--- src/rtl/tick_pkg.sv ---
// rtl/tick_pkg.sv - shared state encoding and reset divide value for the tick prescaler
package tick_pkg;

    typedef enum logic [1:0] {
        ST_IDLE = 2'd0,
        ST_RUN  = 2'd1,
        ST_HOLD = 2'd2,
        ST_DONE = 2'd3
    } tick_state_e;

    // Divide value after reset; tick period is this plus one cycles.
    localparam int TICK_DIV_DEFAULT = 3;

endpackage

--- src/rtl/tick_event_counter.sv ---
// rtl/tick_event_counter.sv - counts emitted ticks with wrap/saturate and clear
module tick_event_counter #(
    parameter int CNT_BIT = 16
) (
    input  logic               clkin,
    input  logic               rst,
    input  logic               inc,
    input  logic               clr,
    input  logic               sat,
    output logic [CNT_BIT-1:0] counter,
    output logic               wrap,
    output logic               cnt_max
);

    logic [CNT_BIT-1:0] counter_q, counter_d;
    logic               wrap_q, wrap_d;

    // Clear wins over a coincident tick; all-ones either wraps or sticks.
    always_comb begin
        counter_d = counter_q;
        wrap_d    = 1'b0;
        if (clr) begin
            counter_d = '0;
        end else if (inc) begin
            if (&counter_q) begin
                if (!sat) begin
                    counter_d = '0;
                    wrap_d    = 1'b1;
                end
            end else begin
                counter_d = counter_q + CNT_BIT'(1);
            end
        end
    end

    always_ff @(posedge clkin) begin
        if (rst) begin
            counter_q <= '0;
            wrap_q    <= 1'b0;
        end else begin
            counter_q <= counter_d;
            wrap_q    <= wrap_d;
        end
    end

    assign counter = counter_q;
    assign wrap    = wrap_q;
    assign cnt_max = &counter_q;

endmodule

--- src/rtl/tick_prescaler.sv ---
// rtl/tick_prescaler.sv - programmable tick prescaler with pause, one-shot and event counter
module tick_prescaler
    import tick_pkg::*;
#(
    parameter int N_BIT       = 16,
    parameter int CNT_BIT     = 16,
    parameter int DIV_DEFAULT = TICK_DIV_DEFAULT
) (
    input  logic               clkin,
    input  logic               rst,
    input  logic               enable,
    input  logic               div_load,
    input  logic [N_BIT-1:0]   div_value,
    input  logic               mode,
    input  logic               sat,
    input  logic               clr,
    output logic               tick,
    output logic [N_BIT-1:0]   count,
    output logic [CNT_BIT-1:0] counter,
    output logic               wrap,
    output logic               cnt_max,
    output logic               busy
);

    tick_state_e      state_q, state_d;
    logic [N_BIT-1:0] div_q, div_d;
    logic [N_BIT-1:0] count_q, count_d;
    logic             mode_q, mode_d;
    logic             tick_q, tick_d;
    logic             run_step;

    // The prescaler advances on every enabled edge outside DONE, including
    // the edge that leaves IDLE or HOLD, so resume latency equals the
    // remaining distance to div_q.
    assign run_step = enable && (state_q != ST_DONE);

    always_comb begin
        div_d   = div_q;
        count_d = count_q;
        tick_d  = 1'b0;
        if (div_load) begin
            div_d   = div_value;
            count_d = '0;
        end else if (run_step) begin
            if (count_q == div_q) begin
                tick_d  = 1'b1;
                count_d = '0;
            end else begin
                count_d = count_q + N_BIT'(1);
            end
        end else if (state_q == ST_IDLE || state_q == ST_DONE) begin
            count_d = '0;
        end
    end

    always_ff @(posedge clkin) begin
        if (rst) begin
            state_q <= ST_IDLE;
            div_q   <= N_BIT'(DIV_DEFAULT);
            mode_q  <= 1'b0;
            count_q <= '0;
            tick_q  <= 1'b0;
        end else begin
            state_q <= state_d;
            div_q   <= div_d;
            mode_q  <= mode_d;
            count_q <= count_d;
            tick_q  <= tick_d;
        end
    end

    always_comb begin
        state_d = state_q;
        mode_d  = mode_q;
        case (state_q)
            ST_IDLE: begin
                if (enable) begin
                    state_d = ST_RUN;
                    mode_d  = mode;
                end
            end
            ST_RUN:  if (!enable) state_d = ST_HOLD;
            ST_HOLD: if (enable) state_d = ST_RUN;
            ST_DONE: begin
                if (div_load && enable) begin
                    state_d = ST_RUN;
                end else if (!enable) begin
                    state_d = ST_IDLE;
                end
            end
            default: state_d = ST_IDLE;
        endcase
        if (tick_d && mode_d) begin
            state_d = ST_DONE;
        end
    end

    always_comb begin
        busy = (state_q == ST_RUN) || (state_q == ST_HOLD);
    end

    assign tick  = tick_q;
    assign count = count_q;

    tick_event_counter #(
        .CNT_BIT (CNT_BIT)
    ) u_event_counter (
        .clkin   (clkin),
        .rst     (rst),
        .inc     (tick_d),
        .clr     (clr),
        .sat     (sat),
        .counter (counter),
        .wrap    (wrap),
        .cnt_max (cnt_max)
    );

endmodule

--- config.mk ---
export PLATFORM = sky130hd
export DESIGN_NAME = tick_prescaler
export DESIGN_NICKNAME = d
export VERILOG_FILES = /design/src/rtl/tick_pkg.sv /design/src/rtl/tick_event_counter.sv /design/src/rtl/tick_prescaler.sv
export SDC_FILE = /design/constraint.sdc
export NUM_CORES = 1
export LEC_CHECK = 0
export ABC_AREA = 1
export CAP_MARGIN = 15
export CORE_MARGIN = 4
export CORE_UTILIZATION = 47
export DETAILED_ROUTE_END_ITERATION = 10
export PLACE_DENSITY = 0.71
export SYNTH_ARGS = -nofsm -noshare
export SYNTH_HDL_FRONTEND = slang
export SYNTH_SLANG_ARGS = --single-unit
export TNS_END_PERCENT = 100
--- constraint.sdc ---
create_clock -name clkin -period 2.2 [get_ports clkin]
set_clock_uncertainty 0.15 [all_clocks]
set_input_delay 0.33 -clock clkin [delete_from_list [all_inputs] [get_ports clkin]]
set_output_delay 0.33 -clock clkin [all_outputs]
set_load 0.05 [all_outputs]
## Word-level counts from Yosys, hierarchy flattened

Index checks and enable logic that the tools add are counted.

- Register bits after elaboration: 53
- Input bits: 23
- Output and inout port bits: 36

- Add/subtract/negate cells: 2
- Equality and inequality tests: 9
- Mux-type cells: 17
- Bitwise logic cells: 2
- Reductions and logical operators: 14

Operators by type and width:

| cell | number |
|---|---|
| two-way mux 16 bit | 5 |
| adder 16 x 1 -> 16 bit (second input constant) | 2 |
| == test 16 bit | 1 |
| AND reduction 16 bit | 1 |
| two-way mux 2 bit | 5 |
| two-way mux 1 bit | 6 |
| one-hot mux 2 bit (3 select lines) | 1 |
| OR reduction 2 bit | 3 |
| == test 2 bit (second input constant) | 2 |
| inequality test 2 bit (second input constant) | 2 |
| inequality test 4 x 2 -> 1 bit (second input constant) | 1 |
| OR reduction 4 bit | 1 |
| logical AND 1 bit | 3 |
| inequality test 3 x 1 -> 1 bit (second input constant) | 1 |
| inequality test 3 bit (second input constant) | 1 |
| AND reduction 3 bit | 1 |
| == test 2 x 1 -> 1 bit (second input constant) | 1 |
| zero test 2 bit | 1 |
| logical OR 1 bit | 2 |
| inverter 1 bit | 2 |
| AND reduction 2 bit | 1 |
| nonzero test 2 bit | 1 |

## Depth between registers and ports, before layout

Gate-level depths: netlist of run 1.

- Depth in word-level cells: 7
- Depth in mapped cells: 13

## Cells and area by module

From an unflattened synthesis of run 1, not the netlist that was laid out.

- Cell total of the unflattened synthesis: 505
- Area total of the unflattened synthesis: 3256.9 um2

Modules (own cells, without submodules):

| module | instances | cells an instance | area each (um2) |
|---|---|---|---|
| tick_prescaler | 1 | 322 | 2160.8 |
| tick_event_counter | 1 | 183 | 1096.1 |

## Worst setup path after synthesis of run 1

OpenSTA, ideal clock, no wires.

- Path type: register to register
- Start point: register u_event_counter.counter_q[0], in the netlist u_event_counter.counter[0]
- End point: register u_event_counter.counter_q[11], in the netlist u_event_counter.counter[11]
- Setup time: 0.113 ns
- Arrival: 2.324 ns
- Setup slack: -0.387 ns
- Cell stages (with the launch flop): 12
- Path buffers: 0
- Clock period less this slack: 2.587 ns
- Cells stage by stage: dfxtp_1 ha_1 nand2_1 nor2_1 nand2_1 nor2_1 and3_1 nand2_1 nor2_1 nor2_2 nand2_1 nor2_1

- Cells in the longest elaborated chain, start to end: 3
- Elaborated cells between the ends (all ways): 5
- Classes of those cells: 1 x add/sub; 1 x eq/ne; 1 x mux; 2 x reduce/logical

Ends and longest elaborated chain:

| item | RTL line | source |
|---|---|---|
| from (decl) | tick_event_counter.sv:15 | `logic [CNT_BIT-1:0] counter_q, counter_d;` |
| from (signal assigned) | tick_event_counter.sv:41 | `counter_q <= counter_d;` |
| AND reduction 16 bit (*) | n/a |  |
| named net cnt_max | tick_prescaler.sv:21 | `output logic cnt_max,` |
| inequality test 2 bit (no line) | n/a |  |
| AND reduction 2 bit (no line) | n/a |  |

The timed path passes the listed nets; every way through them passes the cells marked *.
A chain may end at the register's enable or synchronous reset.

## Worst setup path in the final report of run 1

- Start point: register count_q[13], in the netlist count[13]
- End point: output count[13]

RTL lines:

| item | RTL line | source |
|---|---|---|
| from (decl) | tick_prescaler.sv:27 | `logic [N_BIT-1:0] count_q, count_d;` |
| from (signal assigned) | tick_prescaler.sv:67 | `count_q <= count_d;` |
| to (decl) | tick_prescaler.sv:18 | `output logic [N_BIT-1:0] count,` |

No word-level cell between the ends.

==> metrics.txt, run 1 <==
critical path capture point type=output pin; commonest cells after routing, fill and taps aside=133 x nand2_1, 78 x inv_1, 72 x nor2_1; HPWL reported at the end of detailed placement=between 6000 and 7000 um; hold buffers post-CTS=0; Peak VDD IR=~0.70 mV; Synth cell types=30; Max-Cap Viols=0; WHS Endpoint=div_q[11]$_SDFFE_PP0P_; Crit Path Class=flop to output pin; Crit path max-delay family=buffers and inverters; CTS root buf=clkbuf_8; r2r startpoint=u_event_counter.counter[0]$_SDFFE_PP0P_; Hold Worst Slack=approximately 0.33 ns; Max Transition Viols Final=0; Slew HR=0.656; area leader, netlist=dfxtp_1; Pwr per Cell Area=approximately 550 nW/um2; routability cong.=0.935; maximum clock insertion buffer count=2; slowest stage delay, CP=0.86 ns; final worst-path cycle share=0.971; FILL cells=around 600; Reg2Reg Depth=13; Total Routed Length=around 8000 um; Placed Instance Area=slightly below 4000 um2; hold path cells=2; commonest non-fill, non-tap cell in the layout=nand2_1; clock tree from TritonCTS=done; initial antenna violation count=0; placed cells=638; FF-to-FF setup slack=0.09 ns; top post-synthesis cells by area=dfxtp_1 34%, nand2_1 16%, inv_1 9.4%; htree depth=2; first-pass GRT wire length=14000 um; slowest CP cell=clkdlybuf4s50_1; vias in the first global route=roughly 3100; # DRC=0; detailed-route vias per instance=between 5 and 6; Syn. warnings=0; later-pin clock latency in the skew report=between 0.3 and 0.4 ns; syn nets=approximately 530; Avg Inst Size Synth=6.28 um2; outcome=finished, final reports clean; largest net degree at the start of global routing=31; area grow syn2layout=32.6%; clk slew on worst S/H paths=about 0.1 ns; clk sinks=between 50 and 60; Buffers & Inverters on Critical Path=1; I/O Pins=59; Post-DRT Antenna Nets=0; die height=just under 90 um; All-Layer GR Usage=0.219; Seq cells post-synth=53; post-synth top area share=0.341; port bufs=58; Max Fclk=~470 MHz; share of cells above drive strength 1=0.106; row count=29; overall power=approximately 0.0023 W; total CTS buffers=5; Vias=roughly 3300; Initial Util=0.487; gr ovfl total=0; DR pass1 iterations=7; Worst Max-Slew Pin Slew=~0.51 ns; initial drt markers=between 100 and 150; die area=7980 um2; Die W=89.3 um; Crit Path Max Fanout=7; cell area after layout=slightly above 4000 um2; Synth Instances=495; non-filler cells, final=655; Post-Syn Area=between 3000 and 4000 um2; Min-Delay Path Class=flop to flop; Critical Path, Cell by Cell=clkdlybuf4s50_1; sequential share of the synthesized area=0.341; antenna cells=0; CP arrival=1.66 ns; fin nets=slightly above 600; final setup violation count=0; fin util=0.645; core footprint=about 6400 um2; worst r2r dst=u_event_counter.counter[13]$_SDFFE_PP0P_; Lkg Pwr=around 1.8 nW; Worst EP required=between 1.5 and 2 ns; CP Launch Type=flop; Final min period=roughly 2.1 ns; Fin. Hold Viols=0; min-delay src=div_q[11]$_SDFFE_PP0P_; drt wl/cell=~13 um
layer usage:
metal | vias to the layer above | track usage | share of wire | routed length, um
li1 | 1709 | - | - | -
met2 | 88 | 0.362 | 0.47 | 3840
met1 | 1484 | 0.292 | 0.47 | 3840
met5 | - | 0 | 0 | 0
met4 | 0 | 0.0609 | 0.010 | 83
met3 | 8 | 0.0387 | 0.052 | 428
flip-flops by register name (all words and copies together), names as in the netlist:
name and flops:
count 16, div_q 16, u_event_counter.counter 16, state_q 2
mode_q 1, tick 1, u_event_counter.wrap 1
cells in the mapped netlist, drive strengths merged:
library cell  count
xor2              9
nand4            21
o21ai            24
dfxtp            53
inv              79
o31ai             2
clkbuf            7
nor4              1
ha                7
a41oi             1
and3              1
o2bb2ai           1
nor2             80
mux2i             1
nor2b             1
nand3            20
or2               2
a21oi            32
nand2           134
nor3              8
buf               6
xnor2             5
power by group:
part | switching (W) | internal [W] | leakage [nW]
Sequential | 0.0000357 | 0.000998 | 0.433
Clock | 0.000352 | 0.000341 | 0.0543
Combinational | 0.000335 | 0.000223 | 1.33
worst max-delay path by stage:
stage                                                        from                                       end  slack (ns)  cells after the start
after floorplan           u_event_counter.counter[0]$_SDFFE_PP0P_  u_event_counter.counter[11]$_SDFFE_PP0P_        0.01                     11
after global placement                                     enable  u_event_counter.counter[15]$_SDFFE_PP0P_        0.18                     11
after detailed placement                                   enable  u_event_counter.counter[11]$_SDFFE_PP0P_        0.11                     11
after CTS                 u_event_counter.counter[0]$_SDFFE_PP0P_  u_event_counter.counter[13]$_SDFFE_PP0P_        0.01                     13
after global routing      u_event_counter.counter[0]$_SDFFE_PP0P_  u_event_counter.counter[13]$_SDFFE_PP0P_       -0.02                     13
final                                      count[13]$_SDFFE_PP0P_                                 count[13]        0.06                      1
through the flow:
| stage | setup TNS (ns) | setup slack (ns) |
|---|---|---|
| 2_1_floorplan | 0 | 0.0126 |
| 3_3_place_gp | 0 | 0.179 |
| 3_5_place_dp | 0 | 0.109 |
| 4_1_cts | 0 | 0.0135 |
| 5_1_grt | -0.0569 | -0.0205 |
| 6_report | 0 | 0.0639 |
kinds of logic (layout without fill, tap and decap cells):
| logic type | count (synthesis) | after routing | synth area share |
|---|---|---|---|
| xor gates and xnor gates | 14 | 14 | 0.0395 |
| DFF | 53 | 53 | 0.341 |
| and+or+nand+nor | 268 | 268 | 0.366 |
| buffers and inverters | 92 | 175 | 0.120 |
| adders and majority gates | 7 | 7 | 0.0282 |
| muxes | 1 | 1 | 0.00322 |
| AOI/OAI and AO/OA | 60 | 60 | 0.102 |
layout make-up:
cell class,count,area (um2),area share
multi-input combinational,350,1720,0.417
clock inverter,3,46.3,0.0112
timing repair buffer,88,828,0.201
inverter,79,297,0.0719
tap,77,96.3,0.0234
sequential,53,1070,0.259
clock buffer,5,68.8,0.0167
timing repair:
item / CTS / global route
setup endpoints to repair: 1 / 9
buffers inserted: 7 / 3
resized for setup: 6 / 6
pin swaps: 3 / 1
gates cloned: 0 / 0
No activity file was read; power rests on OpenSTA's default activity.
==> run 2, diff against run 1 <==
--- a/config.mk
+++ b/config.mk
@@ -10,7 +10,7 @@
 export CORE_MARGIN = 4
 export CORE_UTILIZATION = 47
 export DETAILED_ROUTE_END_ITERATION = 10
-export PLACE_DENSITY = 0.71
+export PLACE_DENSITY = 0.74
 export SYNTH_ARGS = -nofsm -noshare
 export SYNTH_HDL_FRONTEND = slang
 export SYNTH_SLANG_ARGS = --single-unit
==> constraint.sdc (replaced) <==
create_clock -name clkin -period 1.71 [get_ports clkin]
set_clock_uncertainty 0.15 [all_clocks]
set_input_delay 0.2565 -clock clkin [delete_from_list [all_inputs] [get_ports clkin]]
set_output_delay 0.2565 -clock clkin [all_outputs]
set_load 0.1 [all_outputs]
==> metrics.txt, run 2 (synthesis gave the netlist of run 1 again) <==
later-pin clock latency in the skew report=0.32 ns (was 0.31 ns); worst setup margin=-0.389 ns (was 0.0639 ns); Pwr per Cell Area=606 nW/um2 (was 555 nW/um2); row count=29 (unchanged); All-Layer GR Usage=0.286 (was 0.219); clk slew on worst S/H paths=0.11 ns (was 0.10 ns); Reg2Reg Depth=14 (was 13); Peak VDD IR=1.56 mV (was 0.699 mV); Max Transition Viols Final=0 (unchanged); critical path capture point type=flop (was output pin); die height=89.3 um (unchanged); Worst EP required=1.78 ns (was 1.72 ns); Crit path top cell by count=nand2_2; clk sinks=53 (unchanged); routability cong.=0.895 (was 0.935); CP Launch Type=flop (unchanged); core footprint=6390 um2 (unchanged); Critical Path, Cell by Cell=inv_1, nand2_1, nand2_2, inv_1, nand2_1, nor2_1, nand2_2, nor2_4, buf_6, nand2_8, buf_4, nor2_4, nand2_2, a21oi_2 (was clkdlybuf4s50_1); share of cells above drive strength 1=0.505 (was 0.106); FF-to-FF setup slack=-0.39 ns (was 0.09 ns); Crit. Startpoint=div_q[11]$_SDFFE_PP0P_ (was count[13]$_SDFFE_PP0P_); RSZ-0062 raised after global routing=true; DR pass1 iterations=6 (was 7); initial antenna violation count=0 (unchanged); detailed-route vias per instance=5.77 (was 5.02); Slew HR=0.705 (was 0.656); drt wl/cell=19.3 um (was 12.5 um); CTS root buf=clkbuf_8 (unchanged); M1 GR Usage=0.324 (was 0.292); Die W=89.3 um (unchanged); r2r startpoint=div_q[11]$_SDFFE_PP0P_ (was u_event_counter.counter[0]$_SDFFE_PP0P_); net switching power=0.00129 W (was 0.000723 W); slowest stage delay, CP=0.36 ns (was 0.86 ns); clock tree from TritonCTS=done (unchanged); non-filler cells, final=729 (was 655); switching share of total power=0.369 (was 0.316); area grow syn2layout=85.3% (was 32.6%); slowest CP cell=dfxtp_1 (was clkdlybuf4s50_1); # DRC=0 (unchanged); Crit Path Max Fanout=5 (was 7); Worst Max-Slew Pin Slew=0.430 ns (was 0.514 ns); register share of total power=0.373 (was 0.452); outcome=complete, but fails checks (was finished, final reports clean); final worst-path cycle share=1.23; Final min period=between 2 and 2.5 ns; Max-Cap Viols=0 (unchanged); Comb power frac=0.390 (was 0.244); GR peak layer=met2 (unchanged); Max Fclk=between 400 and 500 MHz; fin nets=681 (was 607); gr ovfl total=0 (unchanged); worst r2r dst=u_event_counter.counter[1]$_SDFFE_PP0P_ (was u_event_counter.counter[13]$_SDFFE_PP0P_); Clock Power Share=0.237 (was 0.303); cell area after layout=5760 um2 (was 4120 um2); Hold Worst Slack=0.318 ns (was 0.325 ns); Initial Util=0.487 (unchanged); commonest non-fill, non-tap cell in the layout=nand2_1 (unchanged); Post-DRT Antenna Nets=0 (unchanged); I/O Pins=59 (unchanged); Total Routed Length=14100 um (was 8200 um); Placed Instance Area=4960 um2 (was 3890 um2); vias in the first global route=3847 (was 3097); die area=7980 um2 (unchanged); total CTS buffers=5 (unchanged); port bufs=58 (unchanged); Lkg Pwr=2.50 nW (was 1.82 nW); final setup violation count=36 (was 0); overall power=0.00349 W (was 0.00229 W); met2 GRT Util=0.538 (was 0.362); antenna cells=0 (unchanged); CP arrival=2.17 ns (was 1.66 ns); largest net degree at the start of global routing=31 (unchanged); Vias=4207 (was 3289); failing checks=setup timing; maximum clock insertion buffer count=2 (unchanged); placed cells=702 (was 638); P_int=0.00220 W (was 0.00156 W); commonest cells after routing, fill and taps aside=95 x nand2_1, 86 x buf_4, 57 x inv_1 (was 133 x nand2_1, 78 x inv_1, 72 x nor2_1); Fin. Hold Viols=0 (unchanged); htree depth=2 (unchanged); HPWL reported at the end of detailed placement=7570 um (was 6100 um); worst setup path end=u_event_counter.counter[1]$_SDFFE_PP0P_ (was count[13]); first-pass GRT wire length=17800 um (was 14000 um); initial drt markers=370 (was 146); Min-Delay Path Class=flop to flop (unchanged); Crit Path Class=flop to flop (was flop to output pin); routing usage on met3=0.0461 (was 0.0387)
-- run 2: changes by cell type in the layout (fill, tap and decap cells not counted), sizes merged --
cell           previous run  this run
bufinv                    1         0
clkdlybuf4s50            55        22
buf                      32       138
clkinvlp                  1         0
dlymetal6s2s              1         0
nor2                     80        81
clkbuf                    5         8
-- run 2: power by group through the flow --
stage / Combinational, W / Sequential [W] / Clock (W)
after floorplan: 0.000619 / 0.00133 / 0
after global placement: 0.00100 / 0.00131 / 0
after detailed placement: 0.00104 / 0.00131 / 0
after CTS: 0.00110 / 0.00128 / 0.000806
after global routing: 0.00142 / 0.00131 / 0.000864
final: 0.00136 / 0.00130 / 0.000827
-- run 2: area by class of cell --
| class | count | area [um2] |
|---|---|---|
| fill | 254 | 627 |
| inverter | 79 | 299 |
| tap | 77 | 96.3 |
| clock buffer | 7 | 96.3 |
| sequential | 53 | 1180 |
| clock inverter | 1 | 5.00 |
| multi-input combinational | 351 | 2260 |
| timing repair buffer | 161 | 1830 |
-- run 2: metrics by stage --
step                 util  setup TNS (ns)  setup WS [ns]
floorplan               -           -6.80         -0.429
global placement    0.777           -4.48         -0.191
detailed placement  0.777           -7.17         -0.296
CTS                 0.833           -1.61         -0.258
global route        0.902           -9.04         -0.474
finish              0.902           -6.80         -0.389
-- run 2: how the worst min path moves through the flow --
stage          cells past startpoint                    from                         endpoint
6_report                           2   div_q[5]$_SDFFE_PP0P_            div_q[5]$_SDFFE_PP0P_
5_1_grt                            2   div_q[5]$_SDFFE_PP0P_            div_q[5]$_SDFFE_PP0P_
4_1_cts                            2  div_q[11]$_SDFFE_PP0P_           div_q[11]$_SDFFE_PP0P_
3_5_place_dp                       2  div_q[11]$_SDFFE_PP0P_           div_q[11]$_SDFFE_PP0P_
3_3_place_gp                       2  div_q[10]$_SDFFE_PP0P_           div_q[10]$_SDFFE_PP0P_
2_1_floorplan                      1                     clr  u_event_counter.wrap$_SDFF_PP0_
-- run 2: timing repair --
item | CTS | global route
resized for setup | 48 | 113
pin swaps | 25 | 36
buffers inserted | 10 | 8
setup endpoints to repair | 29 | 38
cloned | 0 | 2
hold buffers | 0 | 0
-- run 2: per-layer routing --
layer,vias to the layer above,part of all wire
li1,1865,-
met1,1923,0.35
met2,296,0.51
met3,123,0.073
met4,0,0.074
met5,-,0
-- run 2: worst max-delay path: cells and delay by family (launching register included) --
kind	cells	cell delay, ns
AND/OR/NAND/NOR	9	0.83
buffers and inverters	4	0.42
flip-flops	1	0.36
AO/OA/AOI/OAI	1	0.24
==> run 3, diff against run 2 <==
--- a/config.mk
+++ b/config.mk
@@ -10,7 +10,8 @@
 export CORE_MARGIN = 4
 export CORE_UTILIZATION = 47
 export DETAILED_ROUTE_END_ITERATION = 10
-export PLACE_DENSITY = 0.74
+export DONT_BUFFER_PORTS = 1
+export PLACE_DENSITY = 0.62
 export SYNTH_ARGS = -nofsm -noshare
 export SYNTH_HDL_FRONTEND = slang
 export SYNTH_SLANG_ARGS = --single-unit
==> constraint.sdc (replaced) <==
create_clock -name clkin -period 1.71 [get_ports clkin]
set_clock_uncertainty 0.15 [all_clocks]
set_input_delay 0.2565 -clock clkin [delete_from_list [all_inputs] [get_ports clkin]]
set_output_delay 0.2565 -clock clkin [all_outputs]
set_load 0.05 [all_outputs]
==> metrics.txt, run 3 (synthesis gave the netlist of run 1 again) <==
clk slew on worst S/H paths=0.10 ns (was 0.11 ns); port bufs=0 (was 58); I/O Pins=59 (unchanged); first-pass GRT wire length=14600 um (was 17800 um); core footprint=6390 um2 (unchanged); initial drt markers=89 (was 370); fin nets=639 (was 681); FF+latch area=1150 um2 (was 1180 um2); Worst EP required=1.30 ns (was 1.78 ns); total CTS buffers=5 (unchanged); Reg2Reg Depth=11 (was 14); cell area after layout=4590 um2 (was 5760 um2); Max Transition Viols Final=0 (unchanged); Vias=3435 (was 4207); initial antenna violation count=0 (unchanged); Crit Path Class=flop to output pin (was flop to flop); Min-Delay Path Class=input port to flop (was flop to flop); net switching power=0.000966 W (was 0.00129 W); CP arrival=1.48 ns (was 2.17 ns); Clock Power Share=0.251 (was 0.237); later-pin clock latency in the skew report=0.31 ns (was 0.32 ns); Post-DRT Antenna Nets=0 (unchanged); share of cells above drive strength 1=0.370 (was 0.505); final worst-path cycle share=1.10 (was 1.23); Worst Max-Slew Pin Slew=0.503 ns (was 0.430 ns); Die W=89.3 um (unchanged); worst setup margin=-0.174 ns (was -0.389 ns); RSZ-0062 raised after global routing=true (unchanged); Place WS=-0.107 ns (was -0.296 ns); detailed-route vias per instance=5.00 (was 5.77); Total Routed Length=9050 um (was 14100 um); Lkg Pwr=2.10 nW (was 2.50 nW); final setup violation count=34 (was 36); CP Launch Type=flop (unchanged); setup TNS=-3.94 ns (was -6.80 ns); die area=7980 um2 (unchanged); clock tree from TritonCTS=done (unchanged); gr ovfl total=0 (unchanged); # DRC=0 (unchanged); failing checks=setup timing (unchanged); P_int=0.00191 W (was 0.00220 W); area grow syn2layout=47.7% (was 85.3%); Fin. Hold Viols=0 (unchanged); hold path cells=2 (unchanged); vias in the first global route=3247 (was 3847); htree depth=2 (unchanged); Initial Util=0.487 (unchanged); DR pass1 iterations=4 (was 6); die height=89.3 um (unchanged); All-Layer GR Usage=0.231 (was 0.286); Placed Instance Area=3770 um2 (was 4960 um2); maximum clock insertion buffer count=2 (unchanged); switching share of total power=0.336 (was 0.369); commonest non-fill, non-tap cell in the layout=nand2_1 (unchanged); routability cong.=0.877 (was 0.895); critical path capture point type=output pin (was flop); drt wl/cell=13.2 um (was 19.3 um); row count=29 (unchanged); clk sinks=53 (unchanged); Max Fclk=531 MHz (was 476 MHz); HPWL reported at the end of detailed placement=6170 um (was 7570 um); Final min period=1.88 ns (was 2.10 ns); commonest cells after routing, fill and taps aside=112 x nand2_1, 91 x buf_4, 62 x inv_1 (was 95 x nand2_1, 86 x buf_4, 57 x inv_1); Crit Path Max Fanout=2 (was 5); multi-input logic area=1960 um2 (was 2260 um2); antenna cells=0 (unchanged); Slew HR=0.663 (was 0.705); largest net degree at the start of global routing=31 (unchanged); outcome=complete, but fails checks (unchanged); Pwr per Cell Area=626 nW/um2 (was 606 nW/um2); Max-Cap Viols=0 (unchanged); FILL cells=538 (was 254); CTS root buf=clkbuf_8 (unchanged); Peak VDD IR=0.620 mV (was 1.56 mV); register share of total power=0.455 (was 0.373); Comb power frac=0.294 (was 0.390)
==> run 3: timing repair <==
item,4_1_cts,5_1_grt
hold buffers,17,0
setup endpoints to repair,23,38
pin swaps,21,22
cloned,1,1
resized for setup,40,54
hold endpoints to repair,19,0
buffers inserted,21,15
==> run 3: final cells by class <==
cell class                      instances  area share
Tap cell                               77      0.0210
Multi-Input combinational cell        351       0.427
Sequential cell                        53       0.251
Inverter                               79      0.0657
Timing Repair Buffer                  119       0.217
Clock inverter                          1     0.00164
Clock buffer                            7      0.0166
==> run 3: path summary, 6_finish.rpt <==
check	from	to	slack, ns
setup reg to reg	count[3]$_SDFFE_PP0P_	u_event_counter.counter[7]$_SDFFE_PP0P_	-0.14
hold reg to reg	div_q[10]$_SDFFE_PP0P_	div_q[10]$_SDFFE_PP0P_	0.32
setup / recovery	u_event_counter.counter[0]$_SDFFE_PP0P_	cnt_max	-0.17
hold / removal	div_value[8]	div_q[8]$_SDFFE_PP0P_	0.002
==> run 3: power by group through the flow <==
| stage | clock [W] | combinational [W] | sequential, W |
|---|---|---|---|
| global route | 0.000803 | 0.000928 | 0.00132 |
| detailed placement | 0 | 0.000711 | 0.00134 |
| global placement | 0 | 0.000695 | 0.00133 |
| finish | 0.000721 | 0.000846 | 0.00131 |
| CTS | 0.000743 | 0.000779 | 0.00131 |
| floorplan | 0 | 0.000518 | 0.00134 |
==> run 3: critical path: stages (launching register included) <==
cell and delay, ns:
dfxtp_4 0.37, ha_4 0.14, nand2_4 0.05, nor2_4 0.09, nand2_2 0.06, nor2_2 0.09
and3_4 0.21, buf_8 0.15
==> run 3: metrics by stage <==
stage               total power, W  hold WS, ns  std cells   util
global route               0.00305      0.00679        687  0.719
finish                     0.00287      0.00227        687  0.719
global placement           0.00203        0.181        625  0.591
floorplan                  0.00186        0.184        495      -
detailed placement         0.00205        0.183        625  0.591
CTS                        0.00283  0.000000694        672  0.676
==> run 3: layer usage <==
| layer | GRT usage | up-vias | wire length, um |
|---|---|---|---|
| met5 | 0 | - | 0 |
| met4 | 0.0568 | 0 | 119 |
| met3 | 0.0571 | 10 | 479 |
| met2 | 0.422 | 79 | 4740 |
| met1 | 0.269 | 1560 | 3710 |
| li1 | - | 1786 | - |
